### config.mk
export PLATFORM = sky130hd
export DESIGN_NAME = mpc_vec_addsub_sat
export DESIGN_NICKNAME = d
export VERILOG_FILES = /design/src/rtl/mpc_vec_addsub_sat.sv
export SDC_FILE = /design/constraint.sdc
export NUM_CORES = 1
export LEC_CHECK = 0
export ABC_AREA = 1
export CAP_MARGIN = 20
export CORE_MARGIN = 1
export CORE_UTILIZATION = 45
export CTS_CLUSTER_DIAMETER = 120
export CTS_CLUSTER_SIZE = 12
export DETAILED_ROUTE_END_ITERATION = 8
export GPL_TIMING_DRIVEN = 1
export PLACE_DENSITY = 0.8
export SYNTH_ARGS = -nofsm -noshare
export SYNTH_HDL_FRONTEND = slang
export SYNTH_SLANG_ARGS = --single-unit
### constraint.sdc
create_clock -name ap_clk -period 3.51 [get_ports ap_clk]
set_clock_uncertainty 0.1 [all_clocks]
set_input_delay 0.351 -clock ap_clk [delete_from_list [all_inputs] [get_ports ap_clk]]
set_output_delay 0.351 -clock ap_clk [all_outputs]
set_load 0.02 [all_outputs]
### src/rtl/mpc_vec_addsub_sat.sv
// rtl/mpc_vec_addsub_sat.sv - element-wise vector add/subtract engine with optional saturation
module mpc_vec_addsub_sat #(
    parameter int N        = 8,
    parameter int ADDR_W   = 3,
    parameter int DATA_W   = 32,
    parameter int A_W      = 20,
    parameter int A_SIGNED = 0,
    parameter int SAT_EN   = 1,
    parameter int CNT_W    = 4
) (
    input  logic              ap_clk,
    input  logic              ap_rst_n,
    input  logic              ap_start,
    input  logic              op_sub,
    output logic              ap_done,
    output logic              ap_idle,
    output logic              ap_ready,
    output logic [ADDR_W-1:0] a_address0,
    output logic              a_ce0,
    input  logic [A_W-1:0]    a_q0,
    output logic [ADDR_W-1:0] b_address0,
    output logic              b_ce0,
    input  logic [DATA_W-1:0] b_q0,
    output logic [ADDR_W-1:0] y_address0,
    output logic              y_ce0,
    output logic              y_we0,
    output logic [DATA_W-1:0] y_d0,
    output logic [CNT_W-1:0]  sat_cnt
);

    typedef enum logic [1:0] {S_IDLE, S_RUN, S_DRAIN, S_DONE} state_t;

    localparam logic [ADDR_W-1:0] LAST_IDX = ADDR_W'(N - 1);
    localparam logic [DATA_W-1:0] MAX_POS  = {1'b0, {(DATA_W - 1){1'b1}}};
    localparam logic [DATA_W-1:0] MIN_NEG  = {1'b1, {(DATA_W - 1){1'b0}}};

    state_t            state_q, state_d;
    logic [ADDR_W-1:0] idx_q, idx_d;
    logic [ADDR_W-1:0] wr_addr_q, wr_addr_d;
    logic              op_q, op_d;
    logic              valid_q, valid_d;
    logic [CNT_W-1:0]  sat_cnt_q, sat_cnt_d;

    logic              a_fill;
    logic [DATA_W:0]   ea, eb, r;
    logic              sat_hit;

    // One guard bit above DATA_W makes overflow visible as a mismatch of the top two bits.
    always_comb begin
        a_fill  = (A_SIGNED != 0) && a_q0[A_W-1];
        ea      = {{(DATA_W + 1 - A_W){a_fill}}, a_q0};
        eb      = {b_q0[DATA_W-1], b_q0};
        r       = op_q ? (ea - eb) : (ea + eb);
        sat_hit = (SAT_EN != 0) && (r[DATA_W] ^ r[DATA_W-1]);
    end

    always_comb begin
        ap_idle    = (state_q == S_IDLE);
        ap_done    = (state_q == S_DONE);
        ap_ready   = (state_q == S_RUN) && (idx_q == LAST_IDX);
        a_ce0      = (state_q == S_RUN);
        b_ce0      = a_ce0;
        a_address0 = a_ce0 ? idx_q : '0;
        b_address0 = a_address0;
        y_ce0      = valid_q;
        y_we0      = valid_q;
        y_address0 = valid_q ? wr_addr_q : '0;
        y_d0       = '0;
        if (valid_q) begin
            if (sat_hit) y_d0 = r[DATA_W] ? MIN_NEG : MAX_POS;
            else         y_d0 = r[DATA_W-1:0];
        end
        sat_cnt    = sat_cnt_q;
    end

    always_comb begin
        state_d   = state_q;
        idx_d     = idx_q;
        op_d      = op_q;
        valid_d   = 1'b0;
        wr_addr_d = wr_addr_q;
        sat_cnt_d = sat_cnt_q;
        if (valid_q && sat_hit) sat_cnt_d = sat_cnt_q + CNT_W'(1);
        case (state_q)
            S_IDLE: begin
                if (ap_start) begin
                    op_d      = op_sub;
                    idx_d     = '0;
                    sat_cnt_d = '0;
                    state_d   = S_RUN;
                end
            end
            S_RUN: begin
                valid_d   = 1'b1;
                wr_addr_d = idx_q;
                if (idx_q == LAST_IDX) state_d = S_DRAIN;
                else                   idx_d   = idx_q + ADDR_W'(1);
            end
            S_DRAIN: state_d = S_DONE;
            S_DONE:  state_d = S_IDLE;
            default: state_d = S_IDLE;
        endcase
    end

    always_ff @(posedge ap_clk or negedge ap_rst_n) begin
        if (!ap_rst_n) begin
            state_q   <= S_IDLE;
            idx_q     <= '0;
            wr_addr_q <= '0;
            op_q      <= 1'b0;
            valid_q   <= 1'b0;
            sat_cnt_q <= '0;
        end else begin
            state_q   <= state_d;
            idx_q     <= idx_d;
            wr_addr_q <= wr_addr_d;
            op_q      <= op_d;
            valid_q   <= valid_d;
            sat_cnt_q <= sat_cnt_d;
        end
    end

endmodule

### Word-level counts from Yosys, hierarchy flattened

Cells that the tools add are included.

* bits in registers: 14
* bits of input ports: 56
* output and inout bits: 52
* word-level logic and storage cells: 41

* add/subtract/negate cells: 4
* equal/unequal tests: 7
* muxes and demuxes: 16
* bitwise gates (word level): 1
* reduce and logical (&&, ||, !) cells: 7

Operators by type and width (count)
* 2-to-1 mux 32 bit: 3
* adder 21 x 32 -> 33 bit: 1
* 2-to-1 mux 33 bit: 1
* subtractor 21 x 32 -> 33 bit: 1
* 2-to-1 mux 3 bit: 4
* 2-to-1 mux 4 bit: 3
* case mux 2 bit (4 select lines): 1
* case mux 3 bit (2 select lines): 1
* adder 4 x 1 -> 4 bit (second input constant): 1
* equality test 2 bit (second input constant): 2
* 2-to-1 mux 2 bit: 2
* inequality test 2 bit (second input constant): 2
* AND reduction 2 bit: 2
* adder 3 x 1 -> 3 bit (second input constant): 1
* equality test 3 bit (second input constant): 1
* AND reduction 3 bit: 1
* equality test 2 x 1 -> 1 bit (second input constant): 1
* logical AND 1 bit: 2
* zero test 2 bit: 1
* inequality test 2 x 1 -> 1 bit (second input constant): 1
* nonzero test 2 bit: 1
* 2-to-1 mux 1 bit: 1
* XOR 1 bit: 1

### Logic depth before layout (Yosys ltp)

Gate-level depths: netlist (run 1).

* word-level depth: 7
* mapped depth: 26

### Least setup slack after synthesis (run 1)

OpenSTA, ideal clock, no wires.

* path kind: flip-flop to output port
* from: register op_q
* to: output y_d0[22]
* arrival: 3.352 ns
* data required time: 3.059 ns
* setup slack: -0.293 ns
* stages on the path, launching flop included: 24
* buffers on the path: 5
* path through: dfrtp_1 buf_4 inv_4 buf_4 buf_4 clkbuf_1 o21ai_0 xor2_1 ha_1 nand2_1 nor2_1 inv_1 nor3_1 nand3_1 nand3_1 nand3_2 nand2_2 nand2_2 nand2_4 nand2_4 a21oi_4 buf_6 o21ai_2 inv_1

* word-level cells in the longest chain between the ends: 4

Ends and longest elaborated chain
* start, declared: RTL line 40 `logic op_q, op_d;`
* start signal, assigned: RTL line 117 `op_q <= op_d;`
* 2-to-1 mux 33 bit *: RTL line 53 `r = op_q ? (ea - eb) : (ea + eb);`
* 2-to-1 mux 32 bit or XOR 1 bit (tied branches): RTL line 70, 54
* 2-to-1 mux 32 bit *: RTL line 70 `if (sat_hit) y_d0 = r[DATA_W] ? MIN_NEG : MAX_POS;`
* 2-to-1 mux 32 bit *: RTL line 69 `if (valid_q) begin`
* end, declared: RTL line 27 `output logic [DATA_W-1:0] y_d0,`

Mark *: on every way between the ends. The rest lies on a longest branch, timed or not.

### Final worst setup path (run 1)

* from: input b_q0[12]
* to: output y_d0[30]

* word-level cells in the longest chain between the ends: 5

Ends and longest elaborated chain
* start, declared: RTL line 23 `input logic [DATA_W-1:0] b_q0,`
* adder 21 x 32 -> 33 bit or subtractor 21 x 32 -> 33 bit (tied branches): RTL line 53
* 2-to-1 mux 33 bit *: RTL line 53
* 2-to-1 mux 32 bit or XOR 1 bit (tied branches): RTL line 70, 54
* 2-to-1 mux 32 bit *: RTL line 70
* 2-to-1 mux 32 bit *: RTL line 69

Marks and branches as above.

==> results of run 1 <==
==> metal layers <==
layer | wire length [microns] | GRT usage (%) | part of all wire, %
met5 | 0 | 0 | 0
met4 | 2920 | 40.8 | 12
met3 | 3680 | 17.2 | 15
met2 | 10100 | 78.4 | 41
met1 | 7720 | 48.6 | 32
==> critical path, cell delays in order <==
cell and delay (ps):
buf_2 120, nor2_2 280, nand2_1 190, buf_4 170, nor2_1 190, nand2_1 150
nand2_2 130, xor2_1 180, inv_1 120, ha_4 340, nand2_4 80, nor4_4 600
nand2_1 210, nand3_2 160, nand3_2 120, nand2_4 130, nand3_4 100, buf_6 140
nand3_4 120, nand2_8 130, buf_12 180, o21ai_2 170, inv_2 70, buf_6 130
==> flip-flops by register name (all words and copies together), names as in the netlist <==
name / count
op_q: 1
state_q: 2
y_ce0: 1
sat_cnt: 4
wr_addr_q: 3
idx_q: 3
==> cell families after synthesis <==
kind of cell,count (synthesis),share of synthesized area (%)
buf+inv,126,15.0
xor+xnor,46,10.9
compound gates,98,17.8
flops,14,9.49
fa+ha+maj,29,10.0
simple gates,270,36.8
==> worst max path at each step <==
| stage | startpoint | endpoint | slack (ps) | cells past startpoint |
|---|---|---|---|---|
| final | b_q0[12] | y_d0[30] | -1540 | 24 |
| after CTS | b_q0[1] | y_d0[8] | -350 | 27 |
| after global routing | b_q0[12] | y_d0[26] | -1550 | 24 |
| after detailed placement | b_q0[0] | y_d0[10] | -1380 | 24 |
| after global placement | b_q0[0] | y_d0[17] | -1180 | 24 |
| after floorplan | op_q$_DFFE_PN0P_ | y_d0[2] | 10 | 24 |
==> cell type report <==
class / instances / area, sq um / share of cell area [%]
inverters: 110 / 438 / 6.19
repair buffers: 316 / 2840 / 40.1
multi-input cells: 443 / 3270 / 46.2
flip-flops and latches: 14 / 350 / 4.95
well taps: 102 / 128 / 1.80
clock buffers: 4 / 55.1 / 0.778
==> through the flow <==
stage	cells	hold slack, ps	setup WS (ps)	area (sq um)
global route	989	417	-1550	7080
global placement	919	361	-1180	5920
detailed placement	919	365	-1380	5920
floorplan	583	-44.6	14.6	3740
CTS	979	384	-348	6820
finish	989	388	-1540	7080
==> cells in the mapped netlist (5+ instances only) <==
library cell	count	area [sq um]
inv_2	5	18.8
nand3_2	6	60.1
o21ai_0	22	110
o21ai_2	28	245
inv_1	104	390
nand3_1	28	140
nand2_2	18	113
ha_1	28	350
nor2_2	15	93.8
nor2_1	53	199
xor2_1	28	245
nor2_4	5	56.3
nand2_4	9	101
xnor2_1	18	158
nand2_1	116	435
buf_4	8	60.1
nand4_1	12	75.1
dfrtp_1	14	350
a21oi_1	24	120
buf_6	5	56.3
==> report_power, final <==
group | switching, W | total (W) | internal [W]
Clock | 0.0000593 | 0.000159 | 0.0000995
Sequential | 0.0000904 | 0.000316 | 0.000226
Combinational | 0.00332 | 0.00589 | 0.00257
==> what timing repair did <==
action                     CTS  global route
pin swaps                   79            42
setup buffers               53            11
cloned                       4             0
gates resized for setup    356            52
setup endpoints to repair   36            36
==> out/metrics.yaml, run 1 <==
fillCellCount: 295
final_core_util_pct: 90.2
ioPinCount: 108
synth_flop_cell: "dfrtp_1"
final_common_cell: "buf_4"
critical_path_class: "input port to primary output"
hold_class: "input port to asynchronous set/reset pin"
via_per_inst: 6.52
layout_common_cells: "buf_4, nand2_1, inv_1"
clock_path_buffers: 2
vdd_drop_max_mv: 0.585
yosysWarningCount: 0
max_cap_violations: 0
gr-total-overflow: 0
violations: "design-rule violations, negative setup slack"
period_share_pct: 144
p_leak_nw: 3.63
antenna_found_initial: 1
cp-start-kind: "input port"
r2r_slack_ps: -680
critical_path_required_ps: 3060
die_h_microns: 92.6
synth_seq_cells: 14
fp.dieW_microns: 92.6
reg2reg_to: "sat_cnt[3]$_DFF_PN0_"
total_power_w: 0.00636
fin_nets: 973
cts-root-buf: "clkbuf_8"
grt_pass1_wl_mm: 32.0
synth_cells: 583
final_antenna_net_count: 0
fin_ws_ps: -1540
grt_start_max_net_pins: 15
slew_viol_final: 0
syn_nets: 668
synth_seq_area_share_pct: 9.49
hpwl_mm: 10.8
hold_violations: 0
drt_iter0_drc: 1093
drc: 15
r2r-start: "op_q$_DFFE_PN0P_"
yosys.cell_types.count: 42
endpoint_kind: "primary output"
post-route-min-period_ps: 5050
synth_edf_count: 0
worstMarginPinSlew_ps: 697
first_global_vias: 6349
h-tree-depth: 1
fin_tns_setup_ps: -50660
cp_max_fo: 7
first_pass_iters: 9
cts_hold_buf: 0
initial_utilization_pct: 47.1
reg2regPathDepth: 22
numClockSinks: 14
n_antenna_cell: 0
cts_buffers: 3
max_freq_ghz: 0.198
die_area_sq_um: 8570
grt_usage_pct: 48.0
gp_congestion: 0.999
power_density_nw_per_um2: 899
cp_data_arrival_time_ps: 4590
wl_per_cell_microns: 24.7
setup_viol: 36
area_delta_synth_final_pct: 91.7
dr_total_vias: 6451
core_sq_um: 7850
status: "complete, but fails checks"
slew_headroom_pct: 53.2
synth.avg_cell_area_sq_um: 6.33
worstSkewPairLatency_ps: 250
wl_mm: 24.4
port_buffers: 107
num_rows: 32
cts_tree: "done"
rsz0062_at_grt: "true"
clkTransAtPathRegs_ps: 60
layout-drive-gt1-share_pct: 51.2
netlist_area_sq_um: 3690
async_flop_share_pct: 100
No activity file was read; power rests on OpenSTA's default activity.
==> run 2, diff against run 1 <==
Settings changed: CTS_CLUSTER_DIAMETER 120 to 100.
==> results of run 2 <==
Same layout as run 1: the final DEF is identical, and so are final timing and power.
